[config.mk]
export PLATFORM = sky130hd
export DESIGN_NAME = alu_share_arbiter_flat
export DESIGN_NICKNAME = d
export VERILOG_FILES = /design/src/rtl/alu_share_arbiter_if.sv /design/src/rtl/alu_share_arbiter.sv /design/src/flat_wrapper.sv
export SDC_FILE = /design/constraint.sdc
export NUM_CORES = 1
export LEC_CHECK = 0
export ABC_AREA = 1
export CAP_MARGIN = 20
export CELL_PAD_IN_SITES_DETAIL_PLACEMENT = 0
export CELL_PAD_IN_SITES_GLOBAL_PLACEMENT = 1
export CORE_MARGIN = 4
export CORE_UTILIZATION = 18
export DETAILED_ROUTE_END_ITERATION = 8
export PLACE_DENSITY_LB_ADDON = 0.15
export SLEW_MARGIN = 5
export SYNTH_ARGS = -nofsm -noshare
export SYNTH_HDL_FRONTEND = slang
export SYNTH_SLANG_ARGS = --single-unit
[constraint.sdc]
create_clock -name i_clk -period 3.4 [get_ports i_clk]
set_input_delay 0.68 -clock i_clk [delete_from_list [all_inputs] [get_ports i_clk]]
set_output_delay 0.68 -clock i_clk [all_outputs]
set_load 0.02 [all_outputs]
[src/rtl/alu_share_arbiter_if.sv]
// Requester/ALU/response bundle for the shared-ALU arbiter.
// slave = arbiter side, master = requesters plus the ALU itself.
interface alu_share_arbiter_if #(
    parameter int DATA_WIDTH = 32,
    parameter int NUM_REQ    = 2
);
    logic [NUM_REQ-1:0]            req_valid;
    logic [NUM_REQ-1:0]            req_ready;
    logic [NUM_REQ*DATA_WIDTH-1:0] req_op1;
    logic [NUM_REQ*DATA_WIDTH-1:0] req_op2;
    logic [NUM_REQ*3-1:0]          req_ctrl;
    logic [DATA_WIDTH-1:0]         alu_op1;
    logic [DATA_WIDTH-1:0]         alu_op2;
    logic [2:0]                    alu_ctrl;
    logic [DATA_WIDTH-1:0]         alu_sum;
    logic                          alu_eq;
    logic [NUM_REQ-1:0]            rsp_valid;
    logic [NUM_REQ-1:0]            rsp_ready;
    logic [DATA_WIDTH-1:0]         rsp_sum;
    logic                          rsp_eq;
    logic                          busy;

    modport slave (
        input  req_valid, req_op1, req_op2, req_ctrl, alu_sum, alu_eq, rsp_ready,
        output req_ready, alu_op1, alu_op2, alu_ctrl, rsp_valid, rsp_sum, rsp_eq, busy
    );

    modport master (
        output req_valid, req_op1, req_op2, req_ctrl, alu_sum, alu_eq, rsp_ready,
        input  req_ready, alu_op1, alu_op2, alu_ctrl, rsp_valid, rsp_sum, rsp_eq, busy
    );
endinterface

[src/rtl/alu_share_arbiter.sv]
// Round-robin share of one single-cycle ALU; response registered 1 cycle after grant.
// Response held in the owner's slot until accepted; no new grant while a response is pending.
module alu_share_arbiter #(
    parameter int DATA_WIDTH = 32,
    parameter int NUM_REQ    = 2,
    parameter int IDW        = (NUM_REQ > 1) ? $clog2(NUM_REQ) : 1
) (
    input  logic                 i_clk,
    input  logic                 i_rst,
    alu_share_arbiter_if.slave   bus
);
    typedef enum logic {ST_IDLE, ST_RESP} state_t;

    state_t                r_state;
    state_t                w_state_nxt;
    logic [IDW-1:0]        r_last_grant;
    logic [IDW-1:0]        r_owner;
    logic [DATA_WIDTH-1:0] r_sum;
    logic                  r_eq;
    logic                  w_grant_vld;
    logic [IDW-1:0]        w_grant_idx;
    logic [IDW-1:0]        w_cand;
    logic                  w_is_cmp;

    // Search starts just after the last winner and wraps; rst suppresses any grant.
    always_comb begin
        w_grant_vld = 1'b0;
        w_grant_idx = '0;
        w_cand      = '0;
        if (r_state == ST_IDLE && !i_rst) begin
            for (int k = 1; k <= NUM_REQ; k++) begin
                w_cand = IDW'((int'(r_last_grant) + k) % NUM_REQ);
                if (!w_grant_vld && bus.req_valid[w_cand]) begin
                    w_grant_vld = 1'b1;
                    w_grant_idx = w_cand;
                end
            end
        end
    end

    always_comb begin
        w_state_nxt   = r_state;
        bus.req_ready = '0;
        bus.alu_op1   = '0;
        bus.alu_op2   = '0;
        bus.alu_ctrl  = 3'b000;
        bus.rsp_valid = '0;
        bus.busy      = 1'b0;
        case (r_state)
            ST_IDLE: begin
                if (w_grant_vld) begin
                    bus.req_ready[w_grant_idx] = 1'b1;
                    bus.alu_op1  = bus.req_op1[w_grant_idx*DATA_WIDTH +: DATA_WIDTH];
                    bus.alu_op2  = bus.req_op2[w_grant_idx*DATA_WIDTH +: DATA_WIDTH];
                    bus.alu_ctrl = bus.req_ctrl[w_grant_idx*3 +: 3];
                    w_state_nxt  = ST_RESP;
                end
            end
            ST_RESP: begin
                bus.rsp_valid[r_owner] = 1'b1;
                bus.busy               = 1'b1;
                if (bus.rsp_ready[r_owner]) begin
                    w_state_nxt = ST_IDLE;
                end
            end
            default: w_state_nxt = ST_IDLE;
        endcase
    end

    // Compare ops only trust ALU EQ; arithmetic/logic ops only trust SUM.
    assign w_is_cmp = (bus.alu_ctrl >= 3'b101);

    always_ff @(posedge i_clk) begin
        if (i_rst) begin
            r_state      <= ST_IDLE;
            r_last_grant <= IDW'(NUM_REQ - 1);
            r_owner      <= '0;
            r_sum        <= '0;
            r_eq         <= 1'b0;
        end else begin
            r_state <= w_state_nxt;
            if (w_grant_vld) begin
                r_owner      <= w_grant_idx;
                r_last_grant <= w_grant_idx;
                r_sum        <= w_is_cmp ? '0 : bus.alu_sum;
                r_eq         <= w_is_cmp ? bus.alu_eq : 1'b0;
            end
        end
    end

    assign bus.rsp_sum = r_sum;
    assign bus.rsp_eq  = r_eq;
endmodule

[src/flat_wrapper.sv]
// flat-port wrapper written by rule: the top's interface ports become plain ports
module alu_share_arbiter_flat 
#(
    parameter int DATA_WIDTH = 32,
    parameter int NUM_REQ    = 2,
    parameter int IDW        = (NUM_REQ > 1) ? $clog2(NUM_REQ) : 1
)
  (i_clk, i_rst, bus_req_valid, bus_req_op1, bus_req_op2, bus_req_ctrl, bus_alu_sum, bus_alu_eq, bus_rsp_ready, bus_req_ready, bus_alu_op1, bus_alu_op2, bus_alu_ctrl, bus_rsp_valid, bus_rsp_sum, bus_rsp_eq, bus_busy);
  alu_share_arbiter_if #(.DATA_WIDTH(DATA_WIDTH), .NUM_REQ(NUM_REQ)) bus_i ();
  input  logic i_clk;
  input  logic i_rst;
  input wire logic [$bits(bus_i.req_valid)-1:0] bus_req_valid;
  input wire logic [$bits(bus_i.req_op1)-1:0] bus_req_op1;
  input wire logic [$bits(bus_i.req_op2)-1:0] bus_req_op2;
  input wire logic [$bits(bus_i.req_ctrl)-1:0] bus_req_ctrl;
  input wire logic [$bits(bus_i.alu_sum)-1:0] bus_alu_sum;
  input wire logic [$bits(bus_i.alu_eq)-1:0] bus_alu_eq;
  input wire logic [$bits(bus_i.rsp_ready)-1:0] bus_rsp_ready;
  output wire logic [$bits(bus_i.req_ready)-1:0] bus_req_ready;
  output wire logic [$bits(bus_i.alu_op1)-1:0] bus_alu_op1;
  output wire logic [$bits(bus_i.alu_op2)-1:0] bus_alu_op2;
  output wire logic [$bits(bus_i.alu_ctrl)-1:0] bus_alu_ctrl;
  output wire logic [$bits(bus_i.rsp_valid)-1:0] bus_rsp_valid;
  output wire logic [$bits(bus_i.rsp_sum)-1:0] bus_rsp_sum;
  output wire logic [$bits(bus_i.rsp_eq)-1:0] bus_rsp_eq;
  output wire logic [$bits(bus_i.busy)-1:0] bus_busy;
  assign bus_i.req_valid = bus_req_valid;
  assign bus_i.req_op1 = bus_req_op1;
  assign bus_i.req_op2 = bus_req_op2;
  assign bus_i.req_ctrl = bus_req_ctrl;
  assign bus_i.alu_sum = bus_alu_sum;
  assign bus_i.alu_eq = bus_alu_eq;
  assign bus_i.rsp_ready = bus_rsp_ready;
  assign bus_req_ready = bus_i.req_ready;
  assign bus_alu_op1 = bus_i.alu_op1;
  assign bus_alu_op2 = bus_i.alu_op2;
  assign bus_alu_ctrl = bus_i.alu_ctrl;
  assign bus_rsp_valid = bus_i.rsp_valid;
  assign bus_rsp_sum = bus_i.rsp_sum;
  assign bus_rsp_eq = bus_i.rsp_eq;
  assign bus_busy = bus_i.busy;
  alu_share_arbiter #(.DATA_WIDTH(DATA_WIDTH), .NUM_REQ(NUM_REQ), .IDW(IDW)) u_core (.i_clk(i_clk), .i_rst(i_rst), .bus(bus_i));
endmodule
# Yosys cells after proc, flatten, opt, wreduce, memory -nomap -nowiden
# Cells that the tools add are included.
word_totals:
  reg_bits: 36
  out_inout_bits: 105
op_classes:
  add_sub_neg: 2
  n_mul: 1
  n_lt_le_gt_ge: 7
  shifts: 3
  muxes: 32
  bitwise: 1
  n_reduce_logical: 6
ops:
  columns: ["operator", "n"]
  rows:
  - ["32-bit two-way mux", 5]
  - ["64-bit by 7-bit indexed part select with 32-bit output", 2]
  - ["1-bit two-way mux", 19]
  - ["1-bit by 2-bit less-than comparator with 1-bit output, second input constant", 4]
  - ["2-bit two-way mux", 3]
  - ["3-bit two-way mux", 2]
  - ["6-bit by 4-bit indexed part select with 3-bit output", 1]
  - ["1-bit logical AND", 4]
  - ["3-bit greater-or-equal comparator, second input constant", 1]
  - ["1-bit by 2-bit multiplier with 3-bit output, second input constant", 1]
  - ["1-bit adder, second input constant", 2]
  - ["1-bit demux with 1-bit select", 2]
  - ["1-bit greater-or-equal comparator, second input constant", 2]
  - ["1-bit zero test", 2]
  - ["1-bit case mux with 2 select lines", 1]
  - ["1-bit NOT", 1]

# Logic depth before layout (Yosys ltp)
# Gate-level depths: netlist (run 1).
logic_depth:
  ltp_word: 15
  ltp_mapped: 10
  depth_no_buf: 9

# Worst setup path before layout (run 1)
# No wires, ideal clock.
synth_timing:
  kind: "input -> output"
  start: "input i_rst"
  end: "output bus_alu_op1[0]"
  t_arrival_ns: 1.593
  path_slack_ns: 1.127
  path_stages: 6
  path_buffers: 2
  path_cell_list: "nor2_4 > nand3_4 > inv_2 > clkbuf_4 > buf_2 > a22o_1"
synth_via:
  elab_chain_len: 6
synth_rtl:
  columns: ["element", "line", "source"]
  rows:
  - ["from (decl)", "flat_wrapper.sv:11", "input logic i_rst;"]
  - ["1-bit zero test *", "alu_share_arbiter.sv:30", "if (r_state == ST_IDLE && !i_rst) begin"]
  - ["1-bit logical AND *", "alu_share_arbiter.sv:30", null]
  - ["1-bit two-way mux", "alu_share_arbiter.sv:30", null]
  - ["64-bit by 7-bit indexed part select with 32-bit output", "alu_share_arbiter.sv:53", "bus.alu_op1 = bus.req_op1[w_grant_idx*DATA_WIDTH +: DATA_WIDTH];"]
  - ["32-bit two-way mux *", "alu_share_arbiter.sv:51", "if (w_grant_vld) begin"]
  - ["32-bit two-way mux *", "alu_share_arbiter.sv:49", "case (r_state)"]
  - ["to (decl)", "flat_wrapper.sv:20", "output wire logic [$bits(bus_i.alu_op1)-1:0] bus_alu_op1;"]
# Mark *: on every way between the ends. The rest lies on a longest branch, timed or not.

# Worst setup path after layout (run 1)
layout_timing:
  start: "input bus_req_valid[0]"
  end: "output bus_alu_op2[26]"
layout_via:
  elab_chain_len: 11
layout_rtl:
  columns: ["element", "line", "source"]
  rows:
  - ["from (decl)", "flat_wrapper.sv:12", "input wire logic [$bits(bus_i.req_valid)-1:0] bus_req_valid;"]
  - ["1-bit two-way mux (not written as such) (2 in series)", "alu_share_arbiter.sv:33", "if (!w_grant_vld && bus.req_valid[w_cand]) begin"]
  - ["1-bit two-way mux", "alu_share_arbiter.sv:33", null]
  - ["1-bit two-way mux", "alu_share_arbiter.sv:30", null]
  - ["1-bit zero test", "alu_share_arbiter.sv:33", null]
  - ["1-bit logical AND", "alu_share_arbiter.sv:33", null]
  - ["1-bit two-way mux", "alu_share_arbiter.sv:33", null]
  - ["1-bit two-way mux", "alu_share_arbiter.sv:30", null]
  - ["64-bit by 7-bit indexed part select with 32-bit output", "alu_share_arbiter.sv:54", "bus.alu_op2 = bus.req_op2[w_grant_idx*DATA_WIDTH +: DATA_WIDTH];"]
  - ["32-bit two-way mux *", "alu_share_arbiter.sv:51", null]
  - ["32-bit two-way mux *", "alu_share_arbiter.sv:49", null]
  - ["to (decl)", "flat_wrapper.sv:21", "output wire logic [$bits(bus_i.alu_op2)-1:0] bus_alu_op2;"]
# Mark *: on every way between the ends. The rest lies on a longest branch, timed or not. The select of a mux whose other input is x is not followed.

==> results.sh, run 1 <==
export IMPL_run_status="complete, no violations"
export IMPL_cts_tree="built"
export IMPL_worst_r2r_path_depth=9
export IMPL_ctsHtreeMaxLevel=2
export IMPL_arrival_ps=2650
export IMPL_worstHoldPathType="flip-flop to flip-flop"
export IMPL_synthArstFlopShare=0
export IMPL_setup_reg_to_reg_worst_slack_ps=1690
export IMPL_power_static_leakage_nw=2.42
export IMPL_netlist_top_cells_count="64 x sky130_fd_sc_hd__a22o_1, 45 x sky130_fd_sc_hd__nand2_1, 37 x sky130_fd_sc_hd__inv_1"
export IMPL_rel_slew_slack=0.529
export IMPL_synth_most_common_cell="sky130_fd_sc_hd__a22o_1"
export IMPL_critical_path_endpoint_type="output port"
export IMPL_routed_wirelength_mm=12.9
export IMPL_synth_enable_flop_cells=0
export IMPL_clock_latency_ps=280
export IMPL_design_die_area_um2=15500
export IMPL_congestion_overflow_gr=0
export IMPL_post_cts_resized=0
export IMPL_cellPowerDensity_nw_per_um2=317
export IMPL_holdBufCountCts=0
export IMPL_dr_total_vias=3257
export IMPL_synth_top_area_share=0.294
export IMPL_timing_clock_skew_ps=7.67
export IMPL_wire_per_inst_um=16.8
export IMPL_fmax_mhz=301
export IMPL_post_drt_via_cell_ratio=4.22
export IMPL_antenna_left=0
export IMPL_rsz0062_at_grt="false"
export IMPL_numPlacedInstances=763
export IMPL_ctsRootBufferMaster="sky130_fd_sc_hd__clkbuf_16"
export IMPL_final_nets=767
export IMPL_post_cts_setup_buffer_count=0
export IMPL_die_width_um=125
export IMPL_mappedNetlistNets=499
export IMPL_antenna_found_initial=0
export IMPL_vdd_ir_drop_max_v=0.000209
export IMPL_floorplan_rows=42
export IMPL_synth_area_top_cells="sky130_fd_sc_hd__dfxtp_1 29%, sky130_fd_sc_hd__a22o_1 23%, sky130_fd_sc_hd__nand2_2 8.2%"
export IMPL_worstPathMaxFanout=28
export IMPL_final_instance_count_excl_fill=771
export IMPL_yosysWarningCount=0
export IMPL_floorplan_die_height_um=125
export IMPL_area_growth_synth_to_final_pct=125
export IMPL_totalNegativeSetupSlack_ps=0
export IMPL_n_fill_cell=1344
export IMPL_drv_slew=0
export IMPL_share_of_synthesized_area_occupied_by_flip_flops_and_latches=0.294
export IMPL_synth_avg_cell_area_um2=7.51
export IMPL_finalCritPeriodShare=0.978
export IMPL_ys_ff_latch=36
export IMPL_start_kind="primary input"
export IMPL_detailedRoute_firstPassIterationCount=4
export IMPL_hold_path_endpoint="u_core.bus.rsp_sum[11]"
export IMPL_initial_utilization=0.184
export IMPL_floorplan_io_pins=278
export IMPL_routability_congestion=0.916
export IMPL_worst_slew_pin_transition_ps=705
export IMPL_post_route_cell_area_um2=5520
export IMPL_fin_util=0.415
export IMPL_cts_buffers_inserted=5
export IMPL_cts_path_max_buffers=2
export IMPL_synth_top_cell_by_area="sky130_fd_sc_hd__dfxtp_1"
export IMPL_cts_sinks=36
export IMPL_synth_cell_type_count=24
export IMPL_syn_cell_area_um2=2450
export IMPL_synth_cells=326
export IMPL_grt_use_total=0.156
export IMPL_timing_setup_critical_path_class="primary input to output port"
export IMPL_buffer_ports_inserted=277
export IMPL_detailedPlacementHpwl_mm=10.4
export IMPL_report_final_setup_viol=0
export IMPL_ys_flop_type="sky130_fd_sc_hd__dfxtp_1"
export IMPL_grt_pass1_vias=3192
export IMPL_crit_required_ps=2720
export IMPL_min_period_ps=3330
export IMPL_antenna_cells_inserted=0
export IMPL_ratio_of_cells_with_drive_above_1_in_the_final_layout=0.101
export IMPL_grt_max_degree=41
export IMPL_min_from="u_core.bus.rsp_sum[11]"
export IMPL_placement_stage_cell_area_um2=5370
export IMPL_core_footprint_um2=13300
export IMPL_max_cap_violations=0
export IMPL_reg2reg_from="u_core.r_state"
export IMPL_drt_drc_violations_left=0
export IMPL_final_count_of_hold_timing_violations=0
export IMPL_cts_clk_slew_worst_paths_ps=50
export IMPL_drt_iter0_markers=119
export IMPL_grt_first_pass_wirelength_mm=19.4
export IMPL_r2r_end="u_core.bus.rsp_sum[9]"
export IMPL_worstHoldPathCells=2
-- cell families after synthesis --
kind of cell	count (synthesis)	share of synthesized area
AND/OR/NAND/NOR	154	0.313
AO/OA/AOI/OAI	68	0.241
flip-flops	36	0.294
buffers and inverters	68	0.151
-- worst max-delay path by stage --
stage / from / endpoint / slack [ps] / cells past startpoint
after floorplan: i_rst / bus_alu_op1[0] / 1130 / 6
after global placement: bus_req_valid[0] / bus_alu_op2[25] / 60 / 8
after detailed placement: bus_req_valid[0] / bus_alu_op2[25] / 40 / 8
after CTS: bus_req_valid[0] / bus_alu_op2[25] / 10 / 8
after global routing: bus_req_valid[0] / bus_alu_op1[16] / 3 / 8
final: bus_req_valid[0] / bus_alu_op2[26] / 70 / 8
-- registers in the layout, summed over array words and instances (netlist names) --
register	flops
u_core.bus.rsp_sum	32
u_core.bus.rsp_eq	1
u_core.r_last_grant	1
u_core.r_owner	1
u_core.r_state	1
-- area by class of cell --
type / count / area (um^2) / share of cell area
sequential: 36 / 721 / 0.131
inverter: 41 / 154 / 0.0279
clock inverter: 1 / 8.76 / 0.00159
timing repair buffer: 288 / 2920 / 0.530
clock buffer: 7 / 133 / 0.0240
multi-input combinational: 222 / 1360 / 0.246
tap: 176 / 220 / 0.0399
-- report_power, final --
part           internal [mW]  total (mW)  switching, mW
logic                  0.451       0.809          0.358
registers              0.464       0.486         0.0221
clock network          0.274       0.452          0.178
total                   1.19        1.75          0.559
-- placed cells by master (no fill, tap or decap) --
master / netlist / final
sky130_fd_sc_hd__clkdlybuf4s50_1: 0 / 275
sky130_fd_sc_hd__nand2_8: 1 / 1
sky130_fd_sc_hd__buf_4: 1 / 6
sky130_fd_sc_hd__inv_1: 37 / 37
sky130_fd_sc_hd__nor2_1: 33 / 33
sky130_fd_sc_hd__nand2_4: 2 / 2
sky130_fd_sc_hd__buf_12: 3 / 5
sky130_fd_sc_hd__o21a_4: 1 / 1
sky130_fd_sc_hd__clkinv_4: 0 / 1
sky130_fd_sc_hd__nand2_1: 45 / 45
sky130_fd_sc_hd__o21ai_1: 2 / 2
sky130_fd_sc_hd__dlymetal6s2s_1: 0 / 2
sky130_fd_sc_hd__nand3_4: 1 / 1
sky130_fd_sc_hd__a21oi_1: 1 / 1
sky130_fd_sc_hd__nand3_2: 1 / 1
sky130_fd_sc_hd__clkbuf_16: 0 / 5
sky130_fd_sc_hd__clkbuf_1: 5 / 2
sky130_fd_sc_hd__a22o_1: 64 / 64
sky130_fd_sc_hd__nand3_1: 35 / 35
sky130_fd_sc_hd__nand2_2: 32 / 32
sky130_fd_sc_hd__nor2_4: 1 / 1
sky130_fd_sc_hd__inv_2: 4 / 4
sky130_fd_sc_hd__nor3_1: 1 / 1
sky130_fd_sc_hd__dfxtp_1: 36 / 36
sky130_fd_sc_hd__nand4_1: 2 / 2
-- stage by stage --
step,power [mW],setup WS (ps),hold slack [ps]
2_1_floorplan,0.847,1130,429
3_3_place_gp,1.31,55.7,456
3_5_place_dp,1.31,39.5,461
4_1_cts,1.78,14.1,472
5_1_grt,1.84,2.57,494
6_report,1.75,74.7,468
-- layer usage --
layer / wire, um / track usage / part of all wire / vias up
met5: 0 / 0 / 0 / -
met4: 148 / 0.0284 / 0.011 / 0
met3: 869 / 0.0386 / 0.067 / 10
met2: 6780 / 0.294 / 0.52 / 134
met1: 5130 / 0.179 / 0.40 / 1488
li1: - / - / - / 1625
-- worst max-delay path, cell delays in order --
cell and delay (ps):
sky130_fd_sc_hd__clkdlybuf4s50_1 500, sky130_fd_sc_hd__nand2_1 120, sky130_fd_sc_hd__nand3_4 150, sky130_fd_sc_hd__nand2_1 80, sky130_fd_sc_hd__inv_2 120, sky130_fd_sc_hd__buf_12 190, sky130_fd_sc_hd__a22o_1 170, sky130_fd_sc_hd__clkdlybuf4s50_1 620
Note: power is estimated with default switching activity, not from simulation.
==> run 2, diff against run 1 <==
CORE_MARGIN = default   (was 4)
==> results.sh, run 2 (synthesized netlist as in run 1, its figures left out) <==
export IMPL_routed_wirelength_mm=13.2
export IMPL_antenna_left=0
export IMPL_internal_power_mw=1.21
export IMPL_report_final_setup_viol=0
export IMPL_drv_slew=0
export IMPL_critPathSlowestCell="sky130_fd_sc_hd__clkdlybuf4s50_1"
export IMPL_crit_required_ps=2720
export IMPL_rel_slew_slack=0.547
export IMPL_met1Wirelength_mm=5.50
export IMPL_post_cts_resized=0
export IMPL_cts_path_max_buffers=2
export IMPL_min_period_ps=3290
export IMPL_detailedPlacementHpwl_mm=10.6
export IMPL_top_signal_layer_used="met4"
export IMPL_final_nets=768
export IMPL_ctsHtreeMaxLevel=2
export IMPL_timing_clock_skew_ps=4.56
export IMPL_die_width_um=119
export IMPL_timing_setup_critical_path_class="primary input to output port"
export IMPL_initial_utilization=0.185
export IMPL_worstPathCellList="clkdlybuf4s50_1 -> nor2_4 -> o21a_4 -> nand2_1 -> inv_2 -> buf_12 -> a22o_1 -> clkdlybuf4s50_1"
export IMPL_grt_first_pass_wirelength_mm=19.4
export IMPL_timing_critical_path_mode_cell="sky130_fd_sc_hd__clkdlybuf4s50_1"
export IMPL_critical_path_cell_count=8
export IMPL_worstHoldPathType="flip-flop to flip-flop"
export IMPL_final_instance_count_excl_fill=774
export IMPL_congestion_overflow_gr=0
export IMPL_grt_pass1_vias=3173
export IMPL_layout_commonest_cell="sky130_fd_sc_hd__clkdlybuf4s50_1"
export IMPL_cts_sinks=36
export IMPL_run_status="complete, no violations"
export IMPL_fin_util=0.423
export IMPL_worstPathMaxFanout=30
export IMPL_crit_path_start="i_rst"
export IMPL_swShare=0.318
export IMPL_flip_flop_count_of_the_largest_register_all_copies_and_words_added=32
export IMPL_vdd_ir_drop_max_v=0.000174
export IMPL_pwr_share_clk=0.264
export IMPL_power_switching_mw=0.562
export IMPL_dr_total_vias=3319
export IMPL_cts_clk_slew_worst_paths_ps=60
export IMPL_finalCritPeriodShare=0.968
export IMPL_critical_path_endpoint_type="output port"
export IMPL_met2_wirelength_mm=6.62
export IMPL_clock_latency_ps=270
export IMPL_min_from="u_core.r_last_grant"
export IMPL_arrival_ps=2610
export IMPL_fmax_mhz=304
export IMPL_start_kind="primary input"
export IMPL_cp_slowest_stage_delay_ps=600
export IMPL_numPlacedInstances=764
export IMPL_holdBufCountCts=0
export IMPL_worst_slew_pin_transition_ps=679
export IMPL_buffer_ports_inserted=277
export IMPL_design_die_area_um2=14100
export IMPL_area_growth_synth_to_final_pct=129
export IMPL_post_cts_setup_buffer_count=0
export IMPL_ratio_of_cells_with_drive_above_1_in_the_final_layout=0.112
export IMPL_timing_hold_ws_ps=457
export IMPL_worstHoldPathCells=2
export IMPL_reg2reg_from="u_core.r_state"
export IMPL_routability_congestion=0.886
export IMPL_totalNegativeSetupSlack_ps=0
export IMPL_cts_buffers_inserted=5
export IMPL_power_static_leakage_nw=2.77
export IMPL_final_count_of_hold_timing_violations=0
export IMPL_power_frac_comb=0.461
export IMPL_floorplan_io_pins=278
export IMPL_worst_path_dominant_cell_family="buffers and inverters"
export IMPL_detailedRoute_firstPassIterationCount=4
export IMPL_ctsRootBufferMaster="sky130_fd_sc_hd__clkbuf_16"
export IMPL_drt_iter0_markers=92
export IMPL_wire_per_inst_um=17.1
export IMPL_max_cap_violations=0
export IMPL_floorplan_rows=42
export IMPL_cts_tree="built"
export IMPL_core_footprint_um2=13200
export IMPL_crit_buf_inv=4
export IMPL_grt_max_degree=69
export IMPL_antenna_found_initial=2
export IMPL_worst_r2r_path_depth=9
export IMPL_post_drt_via_cell_ratio=4.29
export IMPL_drt_drc_violations_left=0
export IMPL_grt_use_total=0.179
export IMPL_final_cell_mix="248 x sky130_fd_sc_hd__clkdlybuf4s50_1, 64 x sky130_fd_sc_hd__a22o_1, 45 x sky130_fd_sc_hd__nand2_1"
export IMPL_power_frac_seq=0.275
export IMPL_routed_wl_met3_um=986
export IMPL_rsz0062_at_grt="false"
export IMPL_floorplan_die_height_um=119
export IMPL_cellPowerDensity_nw_per_um2=316
==> run 2: power groups by stage <==
stage	Combinational, mW	Sequential [mW]	Clock (mW)
after floorplan	0.306	0.541	0
after global placement	0.823	0.493	0
after detailed placement	0.826	0.494	0
after CTS	0.829	0.486	0.487
after global routing	0.865	0.491	0.504
final	0.816	0.486	0.467
==> run 2: per-stage QoR <==
step | setup slack (ps) | area [um^2] | power (mW)
2_1_floorplan | 1130 | 2450 | 0.847
3_3_place_gp | 43.3 | 5390 | 1.32
3_5_place_dp | 49.9 | 5390 | 1.32
4_1_cts | 42.6 | 5540 | 1.80
5_1_grt | 4.01 | 5610 | 1.86
6_report | 110 | 5610 | 1.77
==> run 2: worst min-delay path, cell delays in order, from the launching register on <==
cell,delay (ps)
sky130_fd_sc_hd__dfxtp_1,330
sky130_fd_sc_hd__nand2_1,50
sky130_fd_sc_hd__nand3_1,50
==> run 2: cell type report <==
class	instances	area [um^2]
antenna	2	5.00
clock buffer	7	143
clock inverter	1	7.51
fill	1345	7640
inverter	41	154
multi-input combinational	222	1360
sequential	36	721
tap	176	220
timing repair buffer	289	3000
==> run 2: worst paths after layout <==
kind	end	slack, ps
max	bus_alu_op1[16]	110
min	u_core.r_last_grant	460
max reg2reg	u_core.bus.rsp_sum[9]	1640
min reg2reg	u_core.r_last_grant	460
==> run 2: per-layer routing <==
layer,up-vias,global-route usage
li1,1628,-
met1,1515,0.212
met2,166,0.323
met3,10,0.0478
met4,0,0.0348
met5,-,0
==> run 3, diff against run 2 <==
CORE_ASPECT_RATIO = 1.75   (was default)
==> results.sh, run 3 (synthesized netlist as in run 1, its figures left out) <==
export IMPL_run_status="complete, no violations"
export IMPL_timing_setup_critical_path_class="primary input to output port"
export IMPL_crit_path_start="i_rst"
export IMPL_min_period_ps=3320
export IMPL_fmax_mhz=301
export IMPL_worst_setup_path_endpoint="bus_alu_op2[14]"
export IMPL_final_count_of_hold_timing_violations=0
export IMPL_buffer_ports_inserted=277
export IMPL_grt_pass1_vias=3282
export IMPL_setup_reg_to_reg_worst_slack_ps=1800
export IMPL_cts_path_max_buffers=2
export IMPL_layout_commonest_cell="sky130_fd_sc_hd__clkdlybuf4s50_1"
export IMPL_power_switching_mw=0.558
export IMPL_power_static_leakage_nw=2.90
export IMPL_swShare=0.319
export IMPL_flip_flop_count_of_the_largest_register_all_copies_and_words_added=32
export IMPL_dr_total_vias=3350
export IMPL_routability_congestion=0.808
export IMPL_congestion_overflow_gr=0
export IMPL_rsz0062_at_grt="false"
export IMPL_grt_max_degree=44
export IMPL_grt_use_total=0.173
export IMPL_pwr_share_clk=0.268
export IMPL_detailedPlacementHpwl_mm=10.2
export IMPL_arrival_ps=2640
export IMPL_report_final_setup_viol=0
export IMPL_cts_clk_slew_worst_paths_ps=60
export IMPL_initial_utilization=0.184
export IMPL_post_drt_via_cell_ratio=4.35
export IMPL_ratio_of_cells_with_drive_above_1_in_the_final_layout=0.113
export IMPL_setup_ws_ps=76.7
export IMPL_critical_path_cell_count=8
export IMPL_drt_iter0_markers=116
export IMPL_worstHoldPathType="flip-flop to flip-flop"
export IMPL_floorplan_io_pins=278
export IMPL_worstPathMaxFanout=42
export IMPL_die_width_um=90.2
export IMPL_final_cell_mix="238 x sky130_fd_sc_hd__clkdlybuf4s50_1, 64 x sky130_fd_sc_hd__a22o_1, 45 x sky130_fd_sc_hd__nand2_1"
export IMPL_worst_r2r_path_depth=8
export IMPL_worst_slew_pin_transition_ps=666
export IMPL_power_frac_comb=0.453
export IMPL_dp_slack_ps=-7.14
export IMPL_critical_path_endpoint_type="output port"
export IMPL_clock_latency_ps=280
export IMPL_internal_power_mw=1.19
export IMPL_rel_slew_slack=0.556
export IMPL_floorplan_die_height_um=156
export IMPL_antenna_left=0
export IMPL_r2r_end="u_core.r_state"
export IMPL_final_instance_count_excl_fill=770
export IMPL_totalNegativeSetupSlack_ps=0
export IMPL_cp_slowest_stage_delay_ps=600
export IMPL_ctsHtreeMaxLevel=2
export IMPL_fin_util=0.419
export IMPL_critPathSlowestCell="sky130_fd_sc_hd__clkdlybuf4s50_1"
export IMPL_ctsRootBufferMaster="sky130_fd_sc_hd__clkbuf_16"
export IMPL_crit_required_ps=2720
export IMPL_cts_sinks=36
export IMPL_placement_stage_cell_area_um2=5320
export IMPL_antenna_found_initial=5
export IMPL_power_frac_seq=0.279
export IMPL_start_kind="primary input"
export IMPL_routed_wirelength_mm=12.9
export IMPL_floorplan_rows=56
export IMPL_cts_buffers_inserted=5
export IMPL_final_nets=767
export IMPL_max_cap_violations=0
export IMPL_timing_critical_path_mode_cell="sky130_fd_sc_hd__clkdlybuf4s50_1"
export IMPL_area_growth_synth_to_final_pct=128
export IMPL_wire_per_inst_um=16.7
export IMPL_crit_buf_inv=4
export IMPL_cts_tree="built"
export IMPL_detailedRoute_firstPassIterationCount=4
export IMPL_grt_first_pass_wirelength_mm=18.8
export IMPL_post_route_cell_area_um2=5580
export IMPL_design_die_area_um2=14100
export IMPL_fin_total_pwr_mw=1.75
export IMPL_timing_clock_skew_ps=4.79
export IMPL_drt_drc_violations_left=0
export IMPL_finalCritPeriodShare=0.977
export IMPL_worstPathCellList="clkdlybuf4s50_1 -> nor2_4 -> o21a_4 -> nand2_1 -> inv_2 -> buf_12 -> a22o_1 -> clkdlybuf4s50_1"
export IMPL_numPlacedInstances=760
export IMPL_drv_slew=0
export IMPL_timing_hold_ws_ps=472
export IMPL_cellPowerDensity_nw_per_um2=313
export IMPL_vdd_ir_drop_max_v=0.000221
export IMPL_reg2reg_from="u_core.r_state"
export IMPL_core_footprint_um2=13300
export IMPL_worst_path_dominant_cell_family="buffers and inverters"
==> run 3: cell count changes in the layout (fill, tap and decap cells not counted), sizes merged <==
cell and change:
dlygate4sd2 +1, buf -2, clkinvlp -1, dlymetal6s2s +9
clkinv +2, diode -1, clkdlybuf4s50 -10
==> run 3: layout make-up <==
class,instances,area (um^2)
Clock buffer,6,139
Clock inverter,2,10.0
Timing Repair Buffer,288,2980
Antenna cell,1,2.50
Multi-Input combinational cell,222,1360
Inverter,41,156
Tap cell,174,218
Sequential cell,36,721
Fill cell,1356,7730
==> run 3: tightest hold or removal path: cells and delay by family, from the launching register on <==
kind | cells | cell delay [ps]
AND/OR/NAND/NOR | 2 | 120
flip-flops | 1 | 310
==> run 3: what timing repair did <==
item | in CTS | in global routing
setup endpoints to repair | 1 | 44
gates resized for setup | 1 | 34
cloned | 0 | 1
buffers inserted | 0 | 0
hold buffers | 0 | 0
==> run 3: how the worst min path moves through the flow <==
stage | start | to | slack, ps | depth (start not counted)
floorplan | u_core.r_last_grant | u_core.r_last_grant | 430 | 2
global route | u_core.bus.rsp_sum[7] | u_core.bus.rsp_sum[7] | 490 | 2
finish | u_core.bus.rsp_sum[20] | u_core.bus.rsp_sum[20] | 470 | 2
CTS | u_core.bus.rsp_sum[12] | u_core.bus.rsp_sum[12] | 470 | 2
global placement | u_core.r_last_grant | u_core.r_last_grant | 450 | 2
detailed placement | u_core.bus.rsp_sum[20] | u_core.bus.rsp_sum[20] | 460 | 2
==> run 3: power by group through the flow <==
| stage | combinational [mW] | clock (mW) | sequential (mW) |
|---|---|---|---|
| 2_1_floorplan | 0.306 | 0 | 0.541 |
| 3_3_place_gp | 0.799 | 0 | 0.496 |
| 3_5_place_dp | 0.801 | 0 | 0.498 |
| 4_1_cts | 0.803 | 0.489 | 0.489 |
| 5_1_grt | 0.846 | 0.502 | 0.493 |
| 6_report | 0.793 | 0.468 | 0.489 |
==> run 3: metal layers <==
metal  vias to the layer above  global-route usage  routed length, um
li1                       1625                   -                  -
met5                         -                   0                 37
met2                       194               0.306               6430
met1                      1509               0.185               4710
met3                        16              0.0768               1530
met4                         6              0.0515                185
